===== src/rtl/multimode_shift_counter_pkg.sv =====
// Shared types and constants for the multimode shift counter.
// Mode encoding matches the 1-bit mode pin; direction constants match the dir pin.
// No logic here; imported by the top and the decoder.
package multimode_shift_counter_pkg;

  typedef enum logic {
    MODE_JOHNSON = 1'b0,
    MODE_RING    = 1'b1
  } mode_e;

  localparam logic DIR_FWD = 1'b0;
  localparam logic DIR_REV = 1'b1;

endpackage


===== src/rtl/shift_counter_decode.sv =====
// Legality check and sequence-position decode for a Johnson or ring pattern.
// Purely combinational: index and illegal follow q and mode in the same cycle.
// No flow control; an illegal pattern always decodes to index 0.
module shift_counter_decode
  import multimode_shift_counter_pkg::*;
#(
  parameter int N  = 4,
  parameter int IW = $clog2(2*N)
) (
  input  logic [N-1:0]  q,
  input  mode_e         mode,
  output logic [IW-1:0] index,
  output logic          illegal
);

  // Compare q against every legal pattern of the selected mode; at most one matches.
  always_comb begin
    logic [N-1:0] pat;
    pat     = '0;
    index   = '0;
    illegal = 1'b1;
    if (mode == MODE_JOHNSON) begin
      for (int k = 0; k < 2*N; k++) begin
        // Positions 0..N fill ones from the LSB; N+1..2N-1 clear them again from the LSB.
        if (k <= N) pat = ~({N{1'b1}} << k);
        else        pat = {N{1'b1}} << (k - N);
        if (q == pat) begin
          index   = IW'(k);
          illegal = 1'b0;
        end
      end
    end else begin
      for (int k = 0; k < N; k++) begin
        pat = N'(1) << k;
        if (q == pat) begin
          index   = IW'(k);
          illegal = 1'b0;
        end
      end
    end
  end

endmodule


===== src/rtl/multimode_shift_counter.sv =====
// Johnson / ring shift counter with load, direction control and self-correction.
// Q and wrap update one clock after load/en; index and illegal are combinational from Q.
// No backpressure: every enabled edge advances, load overrides en.
module multimode_shift_counter
  import multimode_shift_counter_pkg::*;
#(
  parameter int N  = 4,
  parameter int IW = $clog2(2*N)
) (
  input  logic          clock,
  input  logic          reset_n,
  input  logic          en,
  input  logic          dir,
  input  logic          mode,
  input  logic          load,
  input  logic [N-1:0]  load_value,
  output logic [N-1:0]  Q,
  output logic [IW-1:0] index,
  output logic          wrap,
  output logic          illegal
);

  localparam logic [IW-1:0] JOHNSON_LAST = IW'(2*N - 1);
  localparam logic [IW-1:0] RING_LAST    = IW'(N - 1);

  mode_e         mode_sel;
  logic [N-1:0]  q_nxt;
  logic          wrap_nxt;
  logic [IW-1:0] last_idx;
  logic [N-1:0]  base;

  assign mode_sel = mode_e'(mode);
  assign last_idx = (mode_sel == MODE_JOHNSON) ? JOHNSON_LAST : RING_LAST;
  assign base     = (mode_sel == MODE_JOHNSON) ? '0 : N'(1);

  shift_counter_decode #(.N(N), .IW(IW)) u_decode (
    .q       (Q),
    .mode    (mode_sel),
    .index   (index),
    .illegal (illegal)
  );

  // Next-state mux: load beats en; an en step from an illegal pattern snaps to the mode base.
  always_comb begin
    q_nxt    = Q;
    wrap_nxt = 1'b0;
    if (load) begin
      q_nxt = load_value;
    end else if (en) begin
      if (illegal) begin
        q_nxt = base;
      end else begin
        if (mode_sel == MODE_JOHNSON) begin
          if (dir == DIR_REV) q_nxt = {~Q[0], Q[N-1:1]};
          else                q_nxt = {Q[N-2:0], ~Q[N-1]};
        end else begin
          if (dir == DIR_REV) q_nxt = {Q[0], Q[N-1:1]};
          else                q_nxt = {Q[N-2:0], Q[N-1]};
        end
        wrap_nxt = (dir == DIR_REV) ? (index == '0) : (index == last_idx);
      end
    end
  end

  // State register and one-cycle wrap pulse.
  always_ff @(posedge clock or negedge reset_n) begin
    if (!reset_n) begin
      Q    <= '0;
      wrap <= 1'b0;
    end else begin
      Q    <= q_nxt;
      wrap <= wrap_nxt;
    end
  end

endmodule


===== config.mk =====
export PLATFORM = sky130hd
export DESIGN_NAME = multimode_shift_counter
export DESIGN_NICKNAME = d
export VERILOG_FILES = /design/src/rtl/multimode_shift_counter_pkg.sv /design/src/rtl/shift_counter_decode.sv /design/src/rtl/multimode_shift_counter.sv
export SDC_FILE = /design/constraint.sdc
export NUM_CORES = 1
export LEC_CHECK = 0
export BUFFER_PORTS_ARGS = -buffer_cell sky130_fd_sc_hd__clkbuf_2
export CORE_MARGIN = 1.5
export CORE_UTILIZATION = 45
export DETAILED_ROUTE_END_ITERATION = 7
export PLACE_DENSITY = 0.67
export SLEW_MARGIN = 20
export SYNTH_ARGS = -nofsm -noshare
export SYNTH_HDL_FRONTEND = slang
export SYNTH_SLANG_ARGS = --single-unit
export TNS_END_PERCENT = 5

===== constraint.sdc =====
create_clock -name clock -period 1.55 [get_ports clock]
set_input_delay 0.155 -clock clock [delete_from_list [all_inputs] [get_ports clock]]
set_output_delay 0.155 -clock clock [all_outputs]
set_load 0.005 [all_outputs]

Word level (Yosys, flattened, before mapping)
Index checks and enable logic that the tools add are counted.
{"block": "totals", "regBits": 5, "inputBits": 10, "output_inout_bits": 9}
{"block": "classes", "n_eq_ne": 13, "n_mux": 44, "bitwise": 2, "reduce_logical": 2}
{"operator": "two-way mux 4 bit", "n": 14}
{"operator": "equality test 4 bit", "n": 8}
{"operator": "two-way mux 1 bit", "n": 20}
{"operator": "two-way mux 3 bit", "n": 6}
{"operator": "two-way mux 2 bit", "n": 4}
{"operator": "equality test 4 x 1 -> 1 bit (second input constant)", "n": 1}
{"operator": "equality test 4 x 2 -> 1 bit (second input constant)", "n": 1}
{"operator": "equality test 4 x 3 -> 1 bit (second input constant)", "n": 1}
{"operator": "equality test 4 bit (second input constant)", "n": 1}
{"operator": "equality test 3 bit", "n": 1}
{"operator": "logical NOT 3 bit", "n": 1}
{"operator": "inverter 1 bit", "n": 2}
{"operator": "nonzero test 2 bit", "n": 1}

Logic depth before layout (Yosys ltp)
{"block": "logic_depth", "depth_word": 15, "ltp_mapped": 7, "depth_no_buf": 5}

Modules after synthesis
From an unflattened synthesis, not the netlist that was laid out.
{"block": "unflattened", "cells_unflattened": 61, "hier_area_um2": 546.8}
{"module": "multimode_shift_counter", "instances": 1, "cells_per_inst": 34, "area_per_inst_um2": 341.6}
{"module": "shift_counter_decode", "instances": 1, "cells_per_inst": 27, "area_per_inst_um2": 205.2}

Worst setup path after synthesis
No wires, ideal clock.
{"block": "synth_timing", "kind": "flip-flop to flip-flop", "startpoint": "reg Q[2]", "endpoint": "reg Q[0]", "arrival_time_ps": 1267, "required_time_ps": 1425, "path_slack_ps": 158, "path_stages_with_launch": 7, "n_path_buf": 1, "period_less_slack_ps": 1392, "cell_sequence": "dfrtp_1 buf_6 nand2_1 mux2_2 a2bb2oi_1 o2111ai_1 nand2_1"}
{"block": "synth_via", "elab_chain_cells": 13, "word_cells_on_any_way": 28, "cone_classes": "12 x eq/ne; 16 x mux"}
{"element": "start, declared", "line_no": "multimode_shift_counter.sv:17", "source": "output logic [N-1:0] Q,"}
{"element": "start signal, assigned", "line_no": "multimode_shift_counter.sv:71", "source": "Q <= q_nxt;"}
{"element": "equality test 4 bit", "line_no": "shift_counter_decode.sv:27", "source": "if (q == pat) begin"}
{"element": "two-way mux 1 bit (8 in series)", "line_no": "shift_counter_decode.sv:27"}
{"element": "two-way mux 1 bit *", "line_no": "shift_counter_decode.sv:22", "source": "if (mode == MODE_JOHNSON) begin"}
{"element": "two-way mux 4 bit *", "line_no": "multimode_shift_counter.sv:50", "source": "if (illegal) begin"}
{"element": "two-way mux 4 bit *", "line_no": "multimode_shift_counter.sv:49", "source": "end else if (en) begin"}
{"element": "two-way mux 4 bit *", "line_no": "multimode_shift_counter.sv:47", "source": "if (load) begin"}
Every way passes the cells marked *; elsewhere a longest branch is shown, timed or not. The select of a mux whose other input is x is not followed.
A chain may end at the register's enable or synchronous reset.

Worst setup path in the final report
{"block": "layout_timing", "startpoint": "reg Q[1]", "endpoint": "out illegal"}
{"block": "layout_via", "elab_chain_cells": 10, "word_cells_on_any_way": 25, "cone_classes": "12 x eq/ne; 13 x mux"}
{"element": "equality test 4 bit", "line_no": "shift_counter_decode.sv:27"}
{"element": "two-way mux 1 bit (8 in series)", "line_no": "shift_counter_decode.sv:27"}
{"element": "two-way mux 1 bit *", "line_no": "shift_counter_decode.sv:22"}
{"element": "end, declared", "line_no": "multimode_shift_counter.sv:20", "source": "output logic illegal"}
Every way passes the cells marked *; elsewhere a longest branch is shown, timed or not.

==> out/metrics.cfg <==
[run_status]
outcome = finished, violations left
violations = negative setup slack

[synth]
syn_nets = 93
syn_inst = 83
synth.distinct_cells = 38
synth_warnings = 0
async_flop_share_pct = 100
ys.flop_type = dfrtp_1
syn_area_um2 = 669
synth-edff-count = 0
ys_ff_latch = 5
yosysSeqAreaShare_pct = 18.7
avgSynthCellArea_um2 = 8.06

[power]
pwr_density_cell_mw_per_mm2 = 806
ir_drop_uv = 409
leakage_nw = 0.441
power_mw = 0.774

[sta]
finalCritPeriodShare_pct = 105
worst-slew-pin-transition_ns = 0.365
clock.fmax_mhz = 615
hold_slack_ns = 0.125
fin_worst_skew_ns = 0.0103
rsz0062_at_grt = true
setup_tns_ns = -0.199
period_minus_slack_ns = 1.62
maxSlewViolCount = 0
setup_ws_ns = -0.0748
setup_violations = 6
hold_viol_final = 0
maxSlewHeadroom_pct = 75.7

[die]
die_area_mm2 = 0.00173
die_h_um = 41.6
io-pin-count = 19
rows = 13
design.core.area_mm2 = 0.00135
start_util_pct = 49.6
fp.dieW_um = 41.6

[worst_setup_path]
cp_top_family = flip-flops
crit_path_start_kind = register
r2r_slack_ns = -0.04
critical_path.cell_chain = buf_6, o31ai_2, a31oi_1, a31oi_2, inv_1, clkbuf_2
required_ns = 1.39
cp_data_arrival_time_ns = 1.47
critPathSlowestCell = dfrtp_2
end_kind = primary output
path_class = reg2out
worst-path-buf-inv = 3
worstPathMaxFanout = 7
slowest_delay_ns = 0.46

[detailed_routing]
first_pass_iters = 4
vias = 797
ant_nets = 0
wl_mm = 2.20
post-route-drc-count = 0
drtIter0Drc = 32
wl_per_cell_um = 16.8
viasPerCell = 6.08

[final_layout]
syn2layout_area_growth_pct = 43.4
multi_input_area_um2 = 509
seq_area_um2 = 130
layout_commonest_cell = clkbuf_2
layout.nets = 127
n_antenna_cell = 0
most-common-layout-cells = 18 x clkbuf_2, 15 x buf_4, 7 x a21oi_1
stdcell_area_um2 = 960
nFillCells = 115
drive_gt1_share_pct = 56.9

[place]
portBuffers = 18
place_ws_ns = -0.0878
dp_hpwl_mm = 1.25
place_area_um2 = 748
gp_congestion = 0.793

[global_route]
grt_max_degree = 15
grt_pass1_vias = 710
grt_pass1_wl_mm = 3.53
overflow = 0
grtUsageTotal_pct = 26.6
antenna_found_initial = 0

[hold_path]
hp-class = in2reg

[clocking]
cts_tree = yes
clk_latency_ns = 0.26
clock_path_buffers = 2
cts_buffers = 3
clockRootBuffer = clkbuf_4
clock_sinks = 5
cts.clk_slew.worst_paths_ns = 0.06
cts-htree-levels = 1

[run]
drv_cap = 0

[metrics by stage]
stage               std cells  util (%)
floorplan                  83         -
global placement          115      55.4
detailed placement        115      55.4
CTS                       131      68.1
global route              131      71.1
finish                    131      71.1
[area by class of cell]
cell class	count	share of cell area [%]
repair buffers	38	26.9
clock buffers	4	2.74
multi-input cells	65	53.1
inverters	4	1.83
flip-flops and latches	5	13.6
well taps	15	1.96
[layer usage]
layer	global-route usage (%)	wire [um]	vias up
li1	-	-	369
met1	34.0	937	373
met2	44.1	1070	45
met3	3.91	118	10
met4	11.0	68	0
met5	0	0	-
[state kept, by name (all words and copies together), names as in the netlist]
name and count:
wrap 1, Q 4
[worst paths after layout]
path,from,endpoint,cells past startpoint
setup / recovery,Q[1],illegal,6
setup reg to reg,Q[1],wrap,4
min in group asynchronous,reset_n,Q[0],2
hold / removal,load_value[0],Q[0],3
max in group asynchronous,reset_n,Q[2],2
hold reg to reg,Q[1],Q[0],3
[logic make-up (layout without fill, tap and decap cells)]
kind of cell,Yosys count,after routing,synth area share [%]
flip-flops,5,5,18.7
AO/OA/AOI/OAI,26,26,27.5
buffers and inverters,13,46,15.7
multiplexers,6,6,9.91
XOR/XNOR,3,3,3.93
AND/OR/NAND/NOR,30,30,24.3
[tightest hold or removal path: stages]
cell	delay (ns)
clkbuf_2	0.08
a21oi_1	0.06
nand2_1	0.06
[power breakdown]
part,leakage (nW),switching [mW],total [mW],internal [mW]
clock network,0.0150,0.0704,0.169,0.0985
registers,0.0579,0.0275,0.174,0.146
logic,0.369,0.210,0.431,0.221
[cells in the mapped netlist (all sizes together) (2+ instances only)]
library cell	instances	area (um^2)
nand2	7	26.3
clkbuf	3	32.5
a21oi	7	35.0
o32ai	2	17.5
nor3b	3	22.5
nor2b	2	15.0
mux2	5	56.3
nand3	3	15.0
o21ai	5	25.0
inv	4	15.0
a31oi	3	25.0
xor2	2	17.5
nand2b	2	12.5
nor2	8	30.0
dfrtp	5	125
buf	6	57.6
[timing repair]
action                                  in CTS  in global routing
hold endpoints to repair                     5                  0
hold buffers                                 1                  0
gates cloned                                 0                  0
buffers inserted                            11                  0
endpoints found under the setup margin       4                  9
pin swaps                                    5                  2
gates resized for setup                     16                  9
(Power assumes the default switching activity.)
